===== src/rtl/mux_arb4.sv =====
// mux_arb4: four-requester round-robin arbiter in front of a registered 4:1
// data mux. Each grant covers a burst of up to BURST beats, and back-pressure
// from o_rdy is honoured.
// Optional feature macro: MUX_ARB4_LOCK_EN adds the lock port. While
// lock[sel] is set, the burst runs until the owner drops its request.
module mux_arb4 #(
  parameter int WIDTH = 8,
  parameter int BURST = 4
) (
  input  logic             clk,
  input  logic             rst_n,
  input  logic [3:0]       req,
  input  logic [WIDTH-1:0] a,
  input  logic [WIDTH-1:0] b,
  input  logic [WIDTH-1:0] c,
  input  logic [WIDTH-1:0] d,
  input  logic             o_rdy,
`ifdef MUX_ARB4_LOCK_EN
  input  logic [3:0]       lock,
`endif
  output logic [3:0]       gnt,
  output logic [3:0]       ack,
  output logic [1:0]       sel,
  output logic [WIDTH-1:0] o,
  output logic             o_vld
);

  localparam int CNT_W = $clog2(BURST) + 1;
  localparam logic [CNT_W-1:0] CNT_LAST = CNT_W'(BURST - 1);
  localparam logic [CNT_W-1:0] CNT_MAX  = '1;

  typedef enum logic {IDLE, BUSY} state_t;

  state_t           state, state_n;
  logic [1:0]       ptr, ptr_n, sel_n, winner;
  logic [CNT_W-1:0] cnt, cnt_n;
  logic             beat, burst_end, locked;
  logic [WIDTH-1:0] sel_data;

`ifdef MUX_ARB4_LOCK_EN
  assign locked = lock[sel];
`else
  assign locked = 1'b0;
`endif

  // Round-robin pick. Offsets are scanned from farthest to nearest, so the
  // first requester at or after ptr is the one left standing.
  always_comb begin
    logic [1:0] idx;
    winner = ptr;
    idx    = ptr;
    for (int unsigned k = 0; k < 4; k++) begin
      idx = ptr + 2'(3 - k);
      if (req[idx]) winner = idx;
    end
  end

  // Shared 4:1 data select.
  always_comb begin
    case (sel)
      2'd0:    sel_data = a;
      2'd1:    sel_data = b;
      2'd2:    sel_data = c;
      default: sel_data = d;
    endcase
  end

  // Next-state logic, grant/ack decode and burst termination.
  always_comb begin
    state_n   = state;
    ptr_n     = ptr;
    sel_n     = sel;
    cnt_n     = cnt;
    gnt       = '0;
    ack       = '0;
    burst_end = 1'b0;
    beat      = (state == BUSY) && req[sel] && (!o_vld || o_rdy);
    case (state)
      IDLE: begin
        if (|req) begin
          sel_n   = winner;
          cnt_n   = '0;
          state_n = BUSY;
        end
      end
      BUSY: begin
        gnt[sel] = 1'b1;
        if (beat) begin
          ack[sel] = 1'b1;
          // Saturate so a long locked burst cannot wrap the count.
          if (cnt != CNT_MAX) cnt_n = cnt + 1'b1;
        end
        // A request drop ends the burst, even if a beat would have happened.
        if (!req[sel]) burst_end = 1'b1;
        else if (beat && !locked && cnt >= CNT_LAST) burst_end = 1'b1;
        if (burst_end) begin
          state_n = IDLE;
          ptr_n   = sel + 2'd1;
        end
      end
    endcase
  end

  // Control state register.
  always_ff @(posedge clk) begin
    if (!rst_n) begin
      state <= IDLE;
      ptr   <= '0;
      sel   <= '0;
      cnt   <= '0;
    end else begin
      state <= state_n;
      ptr   <= ptr_n;
      sel   <= sel_n;
      cnt   <= cnt_n;
    end
  end

  // Output register. It holds under back-pressure and clears once the beat
  // has been consumed.
  always_ff @(posedge clk) begin
    if (!rst_n) begin
      o     <= '0;
      o_vld <= 1'b0;
    end else if (beat) begin
      o     <= sel_data;
      o_vld <= 1'b1;
    end else if (o_rdy) begin
      o_vld <= 1'b0;
    end
  end

endmodule

===== config.mk =====
export PLATFORM = sky130hd
export DESIGN_NAME = mux_arb4
export DESIGN_NICKNAME = d
export VERILOG_FILES = /design/src/rtl/mux_arb4.sv
export SDC_FILE = /design/constraint.sdc
export NUM_CORES = 1
export LEC_CHECK = 0
export BUFFER_PORTS_ARGS = -buffer_cell sky130_fd_sc_hd__buf_2
export CAP_MARGIN = 25
export CORE_MARGIN = 10
export CORE_UTILIZATION = 40
export CTS_BUF_LIST = sky130_fd_sc_hd__clkbuf_16
export CTS_CLUSTER_SIZE = 30
export DETAILED_ROUTE_END_ITERATION = 8
export PLACE_DENSITY_LB_ADDON = 0.12
export SYNTH_ARGS = -nofsm -noshare
export SYNTH_HDL_FRONTEND = slang
export SYNTH_SLANG_ARGS = --single-unit

===== constraint.sdc =====
create_clock -name clk -period 2.89 [get_ports clk]
set_input_delay 0.4335 -clock clk [delete_from_list [all_inputs] [get_ports clk]]
set_output_delay 0.4335 -clock clk [all_outputs]
set_load 0.01 [all_outputs]

Word level (Yosys, flattened, before mapping)
Cells that the tools add are included.
Word-level totals
  flip-flop bits (word level): 17
  word-level logic and storage cells: 69
  input bits: 39
Operators by class
  muxes and demuxes: 32
  reductions and logical operators: 12
  add/sub/neg operators: 5
  magnitude comparators: 7
  eq/ne operators: 6
  bitwise logic cells: 1
Operator list (count)
  $pmux 8 s3: 1
  $lt 2x3->1 const B: 5
  $mux 1: 13
  $mux 4: 3
  $bmux 1 s2: 5
  $mux 3: 3
  $mux 2: 4
  $pmux 3 s2: 1
  $add 2x1->2 const B: 2
  $add 2x2->2 const B: 2
  $logic_and 1x1->1: 4
  $ne 2x1->1 const B: 2
  $reduce_and 2->1: 2
  $reduce_or 4->1: 1
  $add 3x1->3 const B: 1
  $ge 3x2->1 const B: 1
  $ne 3x3->1 const B: 1
  $reduce_and 3->1: 1
  $demux 1 s2: 1
  $eq 2x1->1 const B: 1
  $eq 2x2->1 const B: 1
  $ge 2x1->1 const B: 1
  $logic_not 2->1: 1
  $ne 2x2->1 const B: 1
  other kinds (5): 5

Logic depth before layout (Yosys ltp)
  word-level depth: 10
  gate-level depth with buffers: 7
  mapped depth without buffers: 6

Worst setup path before layout
No wires, ideal clock.
  kind: register to output
  start: register sel[0]
  end: output port ack[1]
  buffers on the path: 1
  setup slack: 0.887 ns
  data required time: 2.457 ns
  cell stages (with the launch flop): 5
  data arrival time: 1.569 ns
  path through: dfxtp_1 mux4_2 and3_4 buf_2 and2_1
Between the ends
  longest elaborated chain between the ends: 6
  elaborated cells on any way between the ends: 11
  those cells by class: 2 x order compare; 6 x mux; 3 x reduce/logical
Ends and longest elaborated chain
  start: declaration: line 23  | output logic [1:0] sel,
  start signal: assignment: line 114  | sel <= sel_n;
  $lt 2x3->1 (implied by the code), or another cell as far along: line 89  | ack[sel] = 1'b1;
  $logic_and 1x1->1 (implied by the code) / $mux 1 (equally long branches): line 89, 77
  $mux 1 (implied by the code) / $logic_and 1x1->1 (equally long branches): line 89, 77
  $demux 1 s2 / $logic_and 1x1->1 (equally long branches): line 89, 77
  $mux 4 (*): line 88  | if (beat) begin
  $mux 4 (*): line 78  | case (state)
  end: declaration: line 22  | output logic [3:0] ack,
Every way passes the cells marked *; elsewhere a longest branch is shown, timed or not. The select of a mux whose other input is x is not followed.

Final worst setup path
Ends and elaborated chain as after synthesis.

==> impl_metrics.xml <==
<?xml version="1.0" encoding="UTF-8"?>
<metrics>
  <group name="drt">
    <metric name="drt-wirelength-per-cell" unit="µm">15.4</metric>
    <metric name="drtAntennaViolNets" unit="">0</metric>
    <metric name="route.detailed.drc" unit="">0</metric>
    <metric name="route.final.wire_length" unit="mm">3.29</metric>
    <metric name="routed-via-count" unit="">1132</metric>
    <metric name="avgViaCountPerCell" unit="">5.29</metric>
    <metric name="detail_route.first_pass.iterations" unit="">6</metric>
    <metric name="initialDrtViolationCount" unit="">119</metric>
  </group>
  <group name="die">
    <metric name="placementRows" unit="">18</metric>
    <metric name="die_ar" unit="µm²">5210</metric>
    <metric name="num_io_pins" unit="">58</metric>
    <metric name="die_height" unit="µm">72.2</metric>
    <metric name="initial_standard_cell_utilization_of_the_core" unit="%">42.8</metric>
    <metric name="core-area" unit="µm²">2540</metric>
    <metric name="die_w" unit="µm">72.2</metric>
  </group>
  <group name="synthesis">
    <metric name="number_of_flops_mapped_to_enable_cells_by_yosys" unit="">0</metric>
    <metric name="number_of_warning_messages_in_the_yosys_log" unit="">0</metric>
    <metric name="syn_area" unit="µm²">1090</metric>
    <metric name="ys_ff_latch" unit="">17</metric>
    <metric name="yosys_most_used_dff" unit="">sky130_fd_sc_hd__dfxtp_1</metric>
    <metric name="post_synthesis_area_per_instance" unit="µm²">8.31</metric>
    <metric name="post_synth_inst_count" unit="">131</metric>
    <metric name="synthDistinctLibCells" unit="">28</metric>
    <metric name="synth.yosys.seq_area_share" unit="%">31.3</metric>
    <metric name="synth_fp_nets" unit="">178</metric>
    <metric name="async_reset_ff_share" unit="%">0</metric>
  </group>
  <group name="clock_network">
    <metric name="post_cts_buffers" unit="">0</metric>
    <metric name="cts.htree.levels" unit="">1</metric>
    <metric name="cts_num_sinks" unit="">17</metric>
    <metric name="clock_tree_from_tritoncts" unit="">built</metric>
    <metric name="clock_latency" unit="ns">0.25</metric>
    <metric name="cts_hold_repair.buffers" unit="">0</metric>
    <metric name="cts-buffers-inserted" unit="">3</metric>
    <metric name="cts_repair_resizes" unit="">0</metric>
    <metric name="clkTransAtPathRegs" unit="ns">0.05</metric>
    <metric name="clockRootBuffer" unit="">sky130_fd_sc_hd__clkbuf_16</metric>
    <metric name="cts.path.max_buffers" unit="">2</metric>
  </group>
  <group name="sta">
    <metric name="tightest_slew" unit="ns">0.697</metric>
    <metric name="setup-tns-final" unit="ns">0</metric>
    <metric name="clock.fmax" unit="GHz">0.440</metric>
    <metric name="worst_slew_slack_as_a_fraction_of_its_limit" unit="%">53.0</metric>
    <metric name="timing.final.crit_share" unit="%">78.6</metric>
    <metric name="maxSlewViolCount" unit="">0</metric>
    <metric name="final.min_clock_period" unit="ns">2.27</metric>
    <metric name="setup_viol_count_final" unit="">0</metric>
    <metric name="grt_setup_unrepaired" unit="">no</metric>
    <metric name="fin_worst_skew" unit="ns">0.00629</metric>
    <metric name="final_hold_viol_count" unit="">0</metric>
  </group>
  <group name="critical_path">
    <metric name="critPathBufInv" unit="">1</metric>
    <metric name="critical_path.endpoint_type" unit="">primary output</metric>
    <metric name="critical_path_class" unit="">reg -&gt; out</metric>
    <metric name="worstPathRequired" unit="ns">2.46</metric>
    <metric name="critPathSlowestCell" unit="">sky130_fd_sc_hd__mux4_2</metric>
    <metric name="critical_path_cell_list" unit="">mux4_2 &gt; and3_4 &gt; and2_1 &gt; buf_2</metric>
    <metric name="crit_path_start_kind" unit="">register</metric>
    <metric name="critical_path.reg2reg.startpoint" unit="">sel[0]</metric>
    <metric name="crit_arrival" unit="ns">1.84</metric>
    <metric name="crit_family" unit="">multiplexers</metric>
    <metric name="cp-startpoint" unit="">sel[0]</metric>
    <metric name="critical_path_peak_fanout" unit="">14</metric>
    <metric name="critical_path.max_stage_delay" unit="ns">0.58</metric>
  </group>
  <group name="global_route">
    <metric name="grt_overflow" unit="">0</metric>
    <metric name="initial_antenna_violation_count" unit="">0</metric>
    <metric name="first_global_vias" unit="">1128</metric>
    <metric name="track_usage" unit="%">12.3</metric>
    <metric name="grt_first_pass_wirelength" unit="mm">5.29</metric>
    <metric name="grt_start_max_net_pins" unit="">24</metric>
  </group>
  <group name="pwr">
    <metric name="ir_drop" unit="µV">430</metric>
    <metric name="leakagePower" unit="nW">0.708</metric>
    <metric name="power" unit="mW">0.700</metric>
    <metric name="total_power_divided_by_cell_area" unit="nW/µm²">479</metric>
  </group>
  <group name="finish">
    <metric name="net_total_in_the_final_layout" unit="">232</metric>
    <metric name="syn_to_final_growth" unit="%">34.1</metric>
    <metric name="design_area" unit="µm²">1460</metric>
    <metric name="most-common-layout-cells" unit="">sky130_fd_sc_hd__buf_2, sky130_fd_sc_hd__nand2_1, sky130_fd_sc_hd__dfxtp_1</metric>
    <metric name="stdcell_count" unit="">214</metric>
    <metric name="diodes" unit="">0</metric>
    <metric name="final_common_cell" unit="">sky130_fd_sc_hd__buf_2</metric>
    <metric name="post_route_cells_drive_above_1_share" unit="%">35.9</metric>
  </group>
  <group name="placed_design">
    <metric name="post-place-cells" unit="">210</metric>
    <metric name="detailed_place.area" unit="µm²">1380</metric>
    <metric name="gp_congestion" unit="">0.832</metric>
    <metric name="post_detailed_placement_half_perimeter_wirelength" unit="mm">2.72</metric>
    <metric name="placement.io_buffers" unit="">57</metric>
  </group>
  <group name="run">
    <metric name="max-cap-violations" unit="">0</metric>
  </group>
  <group name="hold_path">
    <metric name="worstHoldStart" unit="">o[4]</metric>
    <metric name="timing.hold.worst.class" unit="">reg -&gt; reg</metric>
  </group>
  <group name="status">
    <metric name="outcome" unit="">completed</metric>
  </group>
</metrics>
metal layers:
metal	track usage, %	vias to the layer above	wire, µm
met5	0	-	0
met3	5.71	4	315
met4	3.23	0	23
met1	14.5	505	1400
met2	19.4	43	1540
li1	-	580	-
registers in the layout, summed over array words and instances (netlist names):
name   flops
cnt        3
o          8
o_vld      1
ptr        2
sel        2
state      1
metrics by stage:
step,util [%],setup WS [ns],hold slack [ns]
6_report,57.4,0.619,0.464
5_1_grt,57.4,0.517,0.491
4_1_cts,57.4,0.603,0.465
3_5_place_dp,54.2,0.831,0.457
3_3_place_gp,54.2,0.860,0.457
2_1_floorplan,-,0.887,0.452
report_power, final:
part	internal [mW]	switching (mW)	total [mW]
clock	0.185	0.0860	0.271
combinational	0.0786	0.0858	0.164
sequential	0.251	0.0137	0.265
total	0.514	0.186	0.700
cell usage after synthesis (2+ instances only):
cell	number	share of area [%]
sky130_fd_sc_hd__ha_1	8	9.2
sky130_fd_sc_hd__nand3_1	3	1.4
sky130_fd_sc_hd__nor2_1	10	3.4
sky130_fd_sc_hd__nand2_1	18	6.2
sky130_fd_sc_hd__a222oi_1	8	7.4
sky130_fd_sc_hd__dfxtp_1	17	31
sky130_fd_sc_hd__nor2b_1	4	2.3
sky130_fd_sc_hd__inv_1	5	1.7
sky130_fd_sc_hd__mux2i_1	5	4.6
sky130_fd_sc_hd__a21oi_1	8	3.7
sky130_fd_sc_hd__nor3b_1	2	1.4
sky130_fd_sc_hd__clkbuf_1	7	2.4
sky130_fd_sc_hd__and2_1	9	5.2
sky130_fd_sc_hd__nand2b_1	3	1.7
sky130_fd_sc_hd__o22ai_1	8	4.6
sky130_fd_sc_hd__a21boi_0	4	2.8
worst register-to-register path, cell delays in order (launching register included):
cell and delay [ns]:
sky130_fd_sc_hd__dfxtp_1 0.46, sky130_fd_sc_hd__inv_1 0.13, sky130_fd_sc_hd__ha_1 0.33, sky130_fd_sc_hd__a222oi_1 0.42
sky130_fd_sc_hd__nor2_1 0.08, sky130_fd_sc_hd__a21oi_1 0.15, sky130_fd_sc_hd__o22ai_1 0.09
final timing paths:
kind / endpoint / slack [ns] / cells after the start
setup reg to reg: o[1] / 1.11 / 6
hold / removal: o[4] / 0.46 / 2
hold reg to reg: o[4] / 0.46 / 2
setup / recovery: ack[1] / 0.62 / 4
cell families (layout without fill, tap and decap cells):
logic type / after synthesis / after routing / share of synthesized area (%)
compound gates: 34 / 34 / 23.1
mux: 6 / 6 / 6.67
flops: 17 / 17 / 31.3
buf+inv: 13 / 66 / 4.60
fa+ha+maj: 8 / 8 / 9.20
simple gates: 53 / 53 / 25.2
cell type report:
type / instances / area (µm²)
Fill cell: 238 / 1080
Sequential cell: 17 / 340
Tap cell: 30 / 37.5
Clock buffer: 3 / 75.1
Inverter: 5 / 18.8
Clock inverter: 1 / 5.00
Multi-Input combinational cell: 101 / 698
Timing Repair Buffer: 57 / 285
(Power assumes the default switching activity.)
